## src/rtl/pipeline_stall_ctrl.sv

```systemverilog
// ---------------------------------------------------------------------------
// pipeline_stall_ctrl
//
// Central stall/flush sequencer for the 5-stage pipeline (PC, fd, dx, xm, mw).
// A registered three-state FSM (RUN, MEM_WAIT, FLUSH) decides each cycle
// whether the pipeline:
//   - advances,
//   - holds with a bubble into xm,
//   - waits on data memory, or
//   - squashes wrong-path instructions.
// Stage controls are Mealy outputs derived from the current state and inputs.
//
// Optional feature macro: STALL_COUNTER_EN
//   When defined, stall_cnt_o counts the cycles in which pc_en_o is low.
//   When undefined, stall_cnt_o is tied to zero.
//
// Parameters:
//   MEM_TIMEOUT  MEM_WAIT cycles without an ack before mem_timeout_o is set (>=1)
//   MAX_BUBBLE   consecutive bubble cycles before hazard_err_o is set (>=1)
//   CNT_W        width of the optional stall counter
//
// Ports:
//   clk             pipeline clock, rising edge
//   reset           synchronous, active-high reset
//   bubble_i        load/store-use bubble request from hazard detection
//   branch_taken_i  branch resolved taken in dx this cycle
//   mem_req_i       xm holds a valid load/store this cycle
//   mem_ack_i       data memory completes the xm access this cycle
//   pc_en_o         PC update enable
//   fd_en_o         fd register enable
//   fd_flush_o      load a NOP into fd
//   dx_en_o         dx register enable
//   dx_flush_o      load a NOP into dx
//   xm_en_o         xm register enable
//   xm_flush_o      load a NOP into xm
//   mw_flush_o      load a NOP into mw (mw always clocks)
//   mem_timeout_o   sticky: memory ack overdue
//   hazard_err_o    sticky: bubble persisted too long
//   stall_cnt_o     stall-cycle count (zero unless STALL_COUNTER_EN is defined)
// ---------------------------------------------------------------------------
module pipeline_stall_ctrl #(
  parameter int MEM_TIMEOUT = 16,
  parameter int MAX_BUBBLE  = 2,
  parameter int CNT_W       = 32
) (
  input  logic             clk,
  input  logic             reset,
  input  logic             bubble_i,
  input  logic             branch_taken_i,
  input  logic             mem_req_i,
  input  logic             mem_ack_i,
  output logic             pc_en_o,
  output logic             fd_en_o,
  output logic             fd_flush_o,
  output logic             dx_en_o,
  output logic             dx_flush_o,
  output logic             xm_en_o,
  output logic             xm_flush_o,
  output logic             mw_flush_o,
  output logic             mem_timeout_o,
  output logic             hazard_err_o,
  output logic [CNT_W-1:0] stall_cnt_o
);

  localparam int TW = $clog2(MEM_TIMEOUT + 1);
  localparam int BW = $clog2(MAX_BUBBLE + 1);

  typedef enum logic [1:0] {
    RUN      = 2'd0,
    MEM_WAIT = 2'd1,
    FLUSH    = 2'd2
  } state_t;

  state_t          state_r, state_nxt_s;
  logic            pending_flush_r, pending_flush_nxt_s;
  logic [BW-1:0]   bubble_run_r, bubble_run_nxt_s;
  logic [TW-1:0]   tmo_cnt_r, tmo_cnt_nxt_s;
  logic            mem_timeout_r, hazard_err_r;
  logic            set_tmo_s, set_haz_s;
  logic            hold_s;

  logic pc_en_s, fd_en_s, fd_flush_s, dx_en_s, dx_flush_s;
  logic xm_en_s, xm_flush_s, mw_flush_s;

  // An access acked in the same cycle it is requested completes without a stall.
  assign hold_s = mem_req_i && !mem_ack_i;

  // Next-state, bookkeeping and stage-control decode.
  always_comb begin
    pc_en_s             = 1'b1;
    fd_en_s             = 1'b1;
    fd_flush_s          = 1'b0;
    dx_en_s             = 1'b1;
    dx_flush_s          = 1'b0;
    xm_en_s             = 1'b1;
    xm_flush_s          = 1'b0;
    mw_flush_s          = 1'b0;
    state_nxt_s         = state_r;
    pending_flush_nxt_s = pending_flush_r;
    bubble_run_nxt_s    = bubble_run_r;
    tmo_cnt_nxt_s       = tmo_cnt_r;
    set_tmo_s           = 1'b0;
    set_haz_s           = 1'b0;

    case (state_r)
      RUN: begin
        if (hold_s) begin
          pc_en_s     = 1'b0;
          fd_en_s     = 1'b0;
          dx_en_s     = 1'b0;
          xm_en_s     = 1'b0;
          mw_flush_s  = 1'b1;
          state_nxt_s = MEM_WAIT;
          // A branch resolved under the memory stall is replayed on the ack.
          if (branch_taken_i) begin
            pending_flush_nxt_s = 1'b1;
          end else begin
            pending_flush_nxt_s = pending_flush_r;
          end
        end else if (branch_taken_i) begin
          fd_flush_s  = 1'b1;
          dx_flush_s  = 1'b1;
          state_nxt_s = FLUSH;
        end else if (bubble_i) begin
          pc_en_s    = 1'b0;
          fd_en_s    = 1'b0;
          dx_en_s    = 1'b0;
          xm_flush_s = 1'b1;
          if (bubble_run_r != BW'(MAX_BUBBLE)) begin
            bubble_run_nxt_s = bubble_run_r + BW'(1);
          end else begin
            bubble_run_nxt_s = bubble_run_r;
          end
          // The count reaches MAX_BUBBLE on this cycle (or already sits there).
          set_haz_s = (bubble_run_r >= BW'(MAX_BUBBLE - 1));
        end else begin
          bubble_run_nxt_s = {BW{1'b0}};
        end
      end

      MEM_WAIT: begin
        if (!mem_ack_i) begin
          pc_en_s    = 1'b0;
          fd_en_s    = 1'b0;
          dx_en_s    = 1'b0;
          xm_en_s    = 1'b0;
          mw_flush_s = 1'b1;
          if (tmo_cnt_r != TW'(MEM_TIMEOUT)) begin
            tmo_cnt_nxt_s = tmo_cnt_r + TW'(1);
          end else begin
            tmo_cnt_nxt_s = tmo_cnt_r;
          end
          set_tmo_s = (tmo_cnt_r >= TW'(MEM_TIMEOUT - 1));
        end else begin
          tmo_cnt_nxt_s = {TW{1'b0}};
          if (pending_flush_r) begin
            fd_flush_s          = 1'b1;
            dx_flush_s          = 1'b1;
            pending_flush_nxt_s = 1'b0;
            state_nxt_s         = FLUSH;
          end else begin
            state_nxt_s = RUN;
          end
        end
      end

      FLUSH: begin
        // dx holds a NOP this cycle, so bubble/branch requests are stale.
        if (hold_s) begin
          pc_en_s     = 1'b0;
          fd_en_s     = 1'b0;
          dx_en_s     = 1'b0;
          xm_en_s     = 1'b0;
          mw_flush_s  = 1'b1;
          state_nxt_s = MEM_WAIT;
        end else begin
          state_nxt_s = RUN;
        end
      end

      default: begin
        state_nxt_s = RUN;
      end
    endcase
  end

  // State and sticky-flag registers.
  always_ff @(posedge clk) begin
    if (reset) begin
      state_r         <= RUN;
      pending_flush_r <= 1'b0;
      bubble_run_r    <= {BW{1'b0}};
      tmo_cnt_r       <= {TW{1'b0}};
      mem_timeout_r   <= 1'b0;
      hazard_err_r    <= 1'b0;
    end else begin
      state_r         <= state_nxt_s;
      pending_flush_r <= pending_flush_nxt_s;
      bubble_run_r    <= bubble_run_nxt_s;
      tmo_cnt_r       <= tmo_cnt_nxt_s;
      mem_timeout_r   <= mem_timeout_r | set_tmo_s;
      hazard_err_r    <= hazard_err_r | set_haz_s;
    end
  end

  // While reset is high every stage is frozen and loaded with NOPs.
  assign pc_en_o    = reset ? 1'b0 : pc_en_s;
  assign fd_en_o    = reset ? 1'b0 : fd_en_s;
  assign fd_flush_o = reset ? 1'b1 : fd_flush_s;
  assign dx_en_o    = reset ? 1'b0 : dx_en_s;
  assign dx_flush_o = reset ? 1'b1 : dx_flush_s;
  assign xm_en_o    = reset ? 1'b0 : xm_en_s;
  assign xm_flush_o = reset ? 1'b1 : xm_flush_s;
  assign mw_flush_o = reset ? 1'b1 : mw_flush_s;

  assign mem_timeout_o = mem_timeout_r;
  assign hazard_err_o  = hazard_err_r;

`ifdef STALL_COUNTER_EN
  logic [CNT_W-1:0] stall_cnt_r;

  // Stall-cycle counter; wraps naturally at 2^CNT_W.
  always_ff @(posedge clk) begin
    if (reset) begin
      stall_cnt_r <= {CNT_W{1'b0}};
    end else if (!pc_en_o) begin
      stall_cnt_r <= stall_cnt_r + {{(CNT_W-1){1'b0}}, 1'b1};
    end else begin
      stall_cnt_r <= stall_cnt_r;
    end
  end

  assign stall_cnt_o = stall_cnt_r;
`else
  assign stall_cnt_o = {CNT_W{1'b0}};
`endif

endmodule

```

## config.mk

```make
export PLATFORM = sky130hd
export DESIGN_NAME = pipeline_stall_ctrl
export DESIGN_NICKNAME = d
export VERILOG_FILES = /design/src/rtl/pipeline_stall_ctrl.sv
export SDC_FILE = /design/constraint.sdc
export NUM_CORES = 1
export LEC_CHECK = 0
export ABC_AREA = 0
export CAP_MARGIN = 5
export CELL_PAD_IN_SITES_DETAIL_PLACEMENT = 1
export CELL_PAD_IN_SITES_GLOBAL_PLACEMENT = 2
export CORE_MARGIN = 1.5
export CORE_UTILIZATION = 24
export CTS_BUF_LIST = sky130_fd_sc_hd__clkbuf_8
export CTS_CLUSTER_DIAMETER = 60
export CTS_CLUSTER_SIZE = 25
export DETAILED_ROUTE_END_ITERATION = 8
export PLACE_DENSITY_LB_ADDON = 0.1
export SLEW_MARGIN = 20
export SYNTH_ARGS = -nofsm -noshare
export SYNTH_HDL_FRONTEND = slang
export SYNTH_SLANG_ARGS = --single-unit
```

## constraint.sdc

```tcl
create_clock -name clk -period 3.6 [get_ports clk]
set_input_delay 0.72 -clock clk [delete_from_list [all_inputs] [get_ports clk]]
set_output_delay 0.72 -clock clk [all_outputs]
set_load 0.005 [all_outputs]
```

==> summary.md, run 1 <==
| Metric | Value |
|---|---|
| Relative slew slack | 63.47% |
| Slowest Stage Delay on Critical Path | 610 ps |
| Met3 WL | 151 um |
| Final worst-path cycle share | 90.99% |
| DRT iter0 DRCs | 42 |
| DRC | 0 |
| Pre-CTS setup slack | 302.6 ps |
| P&R area growth vs syn | 10.19% |
| Met1 Wirelength | 1.089 mm |
| Final net count | 150 |
| Final setup vio count | 0 |
| CP Capture Type | primary output |
| GRT Overall Usage | 11.16% |
| Final instance area | 1110 um2 |
| Sequential area share after synthesis | 23.85% |
| CTS tree | built |
| Yosys reg bits | 12 |
| Setup Buffers After CTS | 0 |
| CTS H-tree depth | 1 |
| Max stage delay cell, worst path | clkdlybuf4s50_1 |
| Worst-skew pair later-pin latency | 240 ps |
| Slew @ Worst Pin | 546.7 ps |
| CTS Buf Count | 3 |
| Top Family by Delay on Critical Path | buffers and inverters |
| Placed inst area | 1069 um2 |
| Min setup slack post-route | 324.4 ps |
| Syn avg cell area | 8.123 um2 |
| Yosys top cell by area | buf_4 |
| Setup TNS Final | 0 ps |
| Leakage power figure | 0.4445 nW |
| Total grt overflow | 0 |
| Clk_skew | 1.498 ps |
| Io pins | 48 |
| WP data arrival | 2560 ps |
| Max-slew violation count | 0 |
| Non-filler instance count after layout | 187 |
| Die ar. | 4594 um2 |
| Top_reg_cell synth | dfxtp_1 |
| Uppermost layer routed | met4 |
| WL met2 | 1.036 mm |
| Crit-path max FO | 6 |
| Commonest non-fill, non-tap cell in the layout | conb_1 |
| # hold bufs at CTS | 0 |
| Vias in the first global route | 794 |
| Outcome | finished clean |
| YS warnings | 0 |
| GP Congestion | 0.6939 |
| # placed instances | 184 |
| Worst Path Buf+Inv | 2 |
| Die Ht | 67.78 um |
| Post-route antenna net violation count | 0 |
| CP Class | primary input to primary output |
| Post-synth EDFFs | 0 |
| Final min period | 3276 ps |
| DR vias | 825 |
| Final HPWL DP | 1.794 mm |
| Drt via density | 4.412 |
| Cell mode on critical path | clkdlybuf4s50_1 |
| Clock Sinks | 12 |
| Post-synth top area share | 26.83% |
| Most frequent cells in the layout | conb_1 (32), clkdlybuf4s50_1 (15), dfxtp_1 (12) |
| Fmax | 305.3 MHz |
| Max Root-Sink Buffers | 2 |
| Global-route wire length before repair | 3.808 mm |
| Fraction of layout cells with a size suffix above 1 | 7.299% |
| Die X | 67.78 um |
| Power Total | 0.3305 mW |
| Top cells by area, synth | buf_4 (27%), dfxtp_1 (24%), ha_1 (6.2%) |
| PortBufs | 15 |
| Initial Utilization | 25.00% |
| PwrDens | 297.8 nW/um2 |
| Max-Cap Viols | 0 |
| Resized cells post-CTS | 0 |
| Antenna violations before repair | 0 |
| Root buf cell | clkbuf_8 |
| Post-synthesis cell count | 124 |
| Largest net degree at the start of global routing | 11 |
| Clock transition at path regs | 50 ps |
| Core ar. | 4029 um2 |
| DRT Pass-1 Iters | 4 |
| RSZ-0062 raised after global routing | false |
| Max IR drop VDD | 81.08 uV |
| WP data required | 2880 ps |
| Synth unique cells | 39 |
| Final Hold Fails | 0 |
| Diode count | 0 |
| Total Wirelength | 2.321 mm |
| Fillers | 511 |
| Ys async rst share | 0% |
| Synthesized area | 1007 um2 |
| Placement Rows | 23 |
| CP startpoint kind | primary input |
| Worst Hold Class | register to register |
| Crit-path cells | clkdlybuf4s50_1, nor2_1, o2bb2ai_1, a221oi_1, clkdlybuf4s50_1 |
| Routed len/inst | 12.41 um |
[worst min-delay path: stages (launching register included)]
cell,delay [ps]
dfxtp_1,310
o31ai_1,60
a21oi_1,60
[state kept, by name, indices dropped and copies added, names as in the netlist]
| register | cells |
|---|---|
| mem_timeout_o | 1 |
| tmo_cnt_r | 5 |
| bubble_run_r | 2 |
| pending_flush_r | 1 |
| hazard_err_o | 1 |
| state_r | 2 |
[synth_stat cells (2+ instances only)]
cell type  count
nor3b_1        2
nor3_1         2
nor2_1         4
dfxtp_1       12
nand2b_1       3
ha_1           5
nand3_1        2
nand2_1        3
and3_1         2
a31oi_1        5
o31ai_1        2
nand4_1        4
a21oi_1        6
inv_1          8
o21ai_0        5
buf_4         36
[layer usage]
layer  vias up  GRT usage (%)
li1        398              -
met1       386          15.25
met2        37          16.91
met5         -              0
met3         4          2.000
met4         0          5.250
[final cells by class]
type,count,area (um2),area share (%)
multi-input combinational,96,563.0,50.73
sequential,12,240.2,21.65
timing repair buffer,18,172.7,15.56
tap,50,62.56,5.637
clock buffer,3,41.29,3.720
inverter,8,30.03,2.706
[power by group]
group	leakage [nW]	switching (mW)	internal [mW]
Sequential	0.0973	0.00490	0.136
Clock	0.0216	0.0521	0.0739
Combinational	0.326	0.0336	0.0298
[cells by family after synthesis]
kind of cell,count (synthesis),synth area share (%)
buffers and inverters,47,31.80
and+or+nand+nor,34,21.49
AOI/OAI and AO/OA,25,16.27
DFF,12,23.85
adders and majority gates,5,6.211
other,1,0.3723
[stage by stage]
| stage | utilization [%] | hold slack (ps) |
|---|---|---|
| 2_1_floorplan | - | 448.3 |
| 3_3_place_gp | 26.52 | 462.9 |
| 3_5_place_dp | 26.52 | 473.2 |
| 4_1_cts | 27.55 | 481.8 |
| 5_1_grt | 27.55 | 523.8 |
| 6_report | 27.55 | 475.4 |
[path summary, 6_finish.rpt]
| path | slack [ps] | endpoint | cells after the start | startpoint |
|---|---|---|---|---|
| worst max register to register | 1840 | tmo_cnt_r[4]$_SDFFE_PP0P_ | 5 | tmo_cnt_r[0]$_SDFFE_PP0P_ |
| worst min-delay path | 480 | bubble_run_r[0]$_SDFFE_PP0P_ | 2 | bubble_run_r[0]$_SDFFE_PP0P_ |
| worst min register to register | 480 | bubble_run_r[0]$_SDFFE_PP0P_ | 2 | bubble_run_r[0]$_SDFFE_PP0P_ |
| worst max-delay path | 320 | pc_en_o | 5 | branch_taken_i |
Power figures use the tool's default switching activity.
==> inputs of run 2 (changes only) <==
--- a/config.mk
+++ b/config.mk
@@ -16,6 +16,7 @@
 export CTS_CLUSTER_SIZE = 25
 export DETAILED_ROUTE_END_ITERATION = 8
 export PLACE_DENSITY_LB_ADDON = 0.1
+export SETUP_SLACK_MARGIN = 0.1
 export SLEW_MARGIN = 20
 export SYNTH_ARGS = -nofsm -noshare
 export SYNTH_HDL_FRONTEND = slang
==> results of run 2 <==
Final layout, timing and power as in run 1 (identical DEF).
==> inputs of run 3 (changes only) <==
--- a/config.mk
+++ b/config.mk
@@ -9,6 +9,7 @@
 export CAP_MARGIN = 5
 export CELL_PAD_IN_SITES_DETAIL_PLACEMENT = 1
 export CELL_PAD_IN_SITES_GLOBAL_PLACEMENT = 2
+export CORE_ASPECT_RATIO = 1.75
 export CORE_MARGIN = 1.5
 export CORE_UTILIZATION = 24
 export CTS_BUF_LIST = sky130_fd_sc_hd__clkbuf_8
==> run 3 against run 2 <==
Against the previous run: via count decreased by 0.24%; largest cell class unchanged; fmax up 2.9%; critical path type unchanged; worst setup slack gained 92 ps.
==> summary.md, run 3 (synthesis gave the netlist of run 1 again) <==
| Metric | Value |
|---|---|
| Worst Path Buf+Inv | 2 (unchanged) |
| WP data required | 2880 ps (about the same) |
| CP Capture Type | primary output |
| Max stage delay cell, worst path | clkdlybuf4s50_1 |
| Leakage power figure | 0.4397 nW (-1.1%) |
| Max-Cap Viols | 0 (unchanged) |
| PwrDens | 302.4 nW/um2 (+1.6%) |
| Io pins | 48 (unchanged) |
| Final worst-path cycle share | 88.42% (-2.6 points) |
| Initial Utilization | 24.73% (-0.27 points) |
| DRC | 0 (unchanged) |
| Top Family by Delay on Critical Path | buffers and inverters |
| Antenna violations before repair | 0 (unchanged) |
| Max IR drop VDD | 100.4 uV (+24%) |
| Worst Hold Class | register to register |
| Worst Setup SP | branch_taken_i |
| Final instance area | 1101 um2 (-0.79%) |
| Setup Buffers After CTS | 0 (unchanged) |
| FF-to-FF Start | tmo_cnt_r[0]$_SDFFE_PP0P_ |
| Crit-path max FO | 6 (unchanged) |
| Top Registers | tmo_cnt_r x5, bubble_run_r x2, state_r x2 |
| Sequential Area | 240.2 um2 (unchanged) |
| Diode count | 0 (unchanged) |
| Most frequent cells in the layout | conb_1 (32), clkdlybuf4s50_1 (15), dfxtp_1 (12) |
| Root buf cell | clkbuf_8 |
| Largest register FFs | 5 (unchanged) |
| GP Congestion | 0.7751 (+12%) |
| CTS tree | built |
| Core ar. | 4073 um2 (+1.1%) |
| Total grt overflow | 0 (unchanged) |
| Largest net degree at the start of global routing | 11 (unchanged) |
| CP Class | primary input to primary output |
| Power Total | 0.3330 mW (+0.76%) |
| Final Hold Fails | 0 (unchanged) |
| P&R area growth vs syn | 9.317% |
| CTS Buf Count | 3 (unchanged) |
| Max Root-Sink Buffers | 2 (unchanged) |
| CTS H-tree depth | 1 (unchanged) |
| Die ar. | 4610 um2 (+0.34%) |
| Drt via density | 4.449 (+0.84%) |
| DRT Pass-1 Iters | 4 (unchanged) |
| Clock Sinks | 12 (unchanged) |
| Die Ht | 88.70 um (+31%) |
| RSZ-0062 raised after global routing | false |
| Setup TNS Final | 0 ps (unchanged) |
| WP data arrival | 2460 ps (-100 ps) |
| Fin Hold WS | 471.4 ps (-4.034 ps) |
| Outcome | finished clean |
| DRT iter0 DRCs | 14 (-67%) |
| Max-slew violation count | 0 (unchanged) |
| Clk_skew | 6.507 ps (+5.010 ps) |
| Area of the multi-input gates | 563.0 um2 (unchanged) |
| Final min period | 3183 ps (-92.44 ps) |
| Commonest non-fill, non-tap cell in the layout | conb_1 |
| Relative slew slack | 57.20% (-6.3 points) |
| Total Wirelength | 2.587 mm (+11%) |
| Fillers | 514 (+0.59%) |
| Global-route wire length before repair | 3.905 mm (+2.5%) |
| Slowest Stage Delay on Critical Path | 580 ps (-30 ps) |
| Final HPWL DP | 2.027 mm (+13%) |
| Post-route antenna net violation count | 0 (unchanged) |
| Min-delay src | bubble_run_r[0]$_SDFFE_PP0P_ |
| GRT Overall Usage | 11.91% (+0.75 points) |
| Fmax | 314.2 MHz (+2.9%) |
| Final setup vio count | 0 (unchanged) |
| Placed inst area | 1060 um2 (-0.82%) |
| Placement Rows | 31 (+35%) |
| Cell mode on critical path | clkdlybuf4s50_1 |
| Clock transition at path regs | 50 ps (about the same) |
| # hold bufs at CTS | 0 (unchanged) |
| Vias in the first global route | 782 (-1.5%) |
| DR vias | 823 (-0.24%) |
| PortBufs | 15 (unchanged) |
| Die X | 51.97 um (-23%) |
| Routed len/inst | 13.98 um (+13%) |
| Crit-path cells | clkdlybuf4s50_1, nor2_1, o2bb2ai_1, a221oi_1, clkdlybuf4s50_1 |
| Biggest register | tmo_cnt_r |
| Worst-skew pair later-pin latency | 250 ps (about the same) |
| Resized cells post-CTS | 0 (unchanged) |
| Final net count | 149 (-0.67%) |
| Fraction of layout cells with a size suffix above 1 | 6.618% (-0.68 points) |
| Slew @ Worst Pin | 640.7 ps (+93.97 ps) |
| CP startpoint kind | primary input |
-- run 3: cell count changes in the layout (fill, tap and decap cells not counted) --
cell	before	now
buf_4	3	2
-- run 3: path summary, 6_finish.rpt --
kind	end	slack (ps)	depth (start not counted)
worst max-delay path	fd_en_o	420	5
worst min-delay path	bubble_run_r[0]$_SDFFE_PP0P_	470	2
worst max register to register	tmo_cnt_r[4]$_SDFFE_PP0P_	1820	5
worst min register to register	bubble_run_r[0]$_SDFFE_PP0P_	470	2
-- run 3: where the power goes --
part	switching (mW)	internal (mW)	leakage (nW)
combinational	0.0338	0.0292	0.321
clock	0.0544	0.0740	0.0216
sequential	0.00538	0.136	0.0973
total	0.0936	0.239	0.440
-- run 3: worst min-delay path: stages (launching register included) --
cell and delay (ps):
dfxtp_1 310, o31ai_1 60, a21oi_1 60
-- run 3: final cells by class --
| type | instances | share of cell area (%) |
|---|---|---|
| Tap cell | 49 | 5.568 |
| Sequential cell | 12 | 21.82 |
| Inverter | 8 | 2.727 |
| Clock buffer | 3 | 3.750 |
| Multi-Input combinational cell | 96 | 51.14 |
| Timing Repair Buffer | 17 | 15.00 |
-- run 3: layer usage --
metal	routed length [um]	part of all wire [%]	vias up	track usage [%]
met5	0	0	-	0
met2	1494	58	29	23.01
met4	61	2.4	0	7.177
met1	901	35	398	11.08
met3	130	5.0	4	2.027
li1	-	-	392	-
-- run 3: stage by stage --
step / setup WS (ps) / std cells / utilization, %
detailed placement: 389.7 / 182 / 26.02
CTS: 380.9 / 185 / 27.04
finish: 416.8 / 185 / 27.04
floorplan: 1331 / 155 / -
global route: 237.7 / 185 / 27.04
global placement: 438.0 / 182 / 26.02
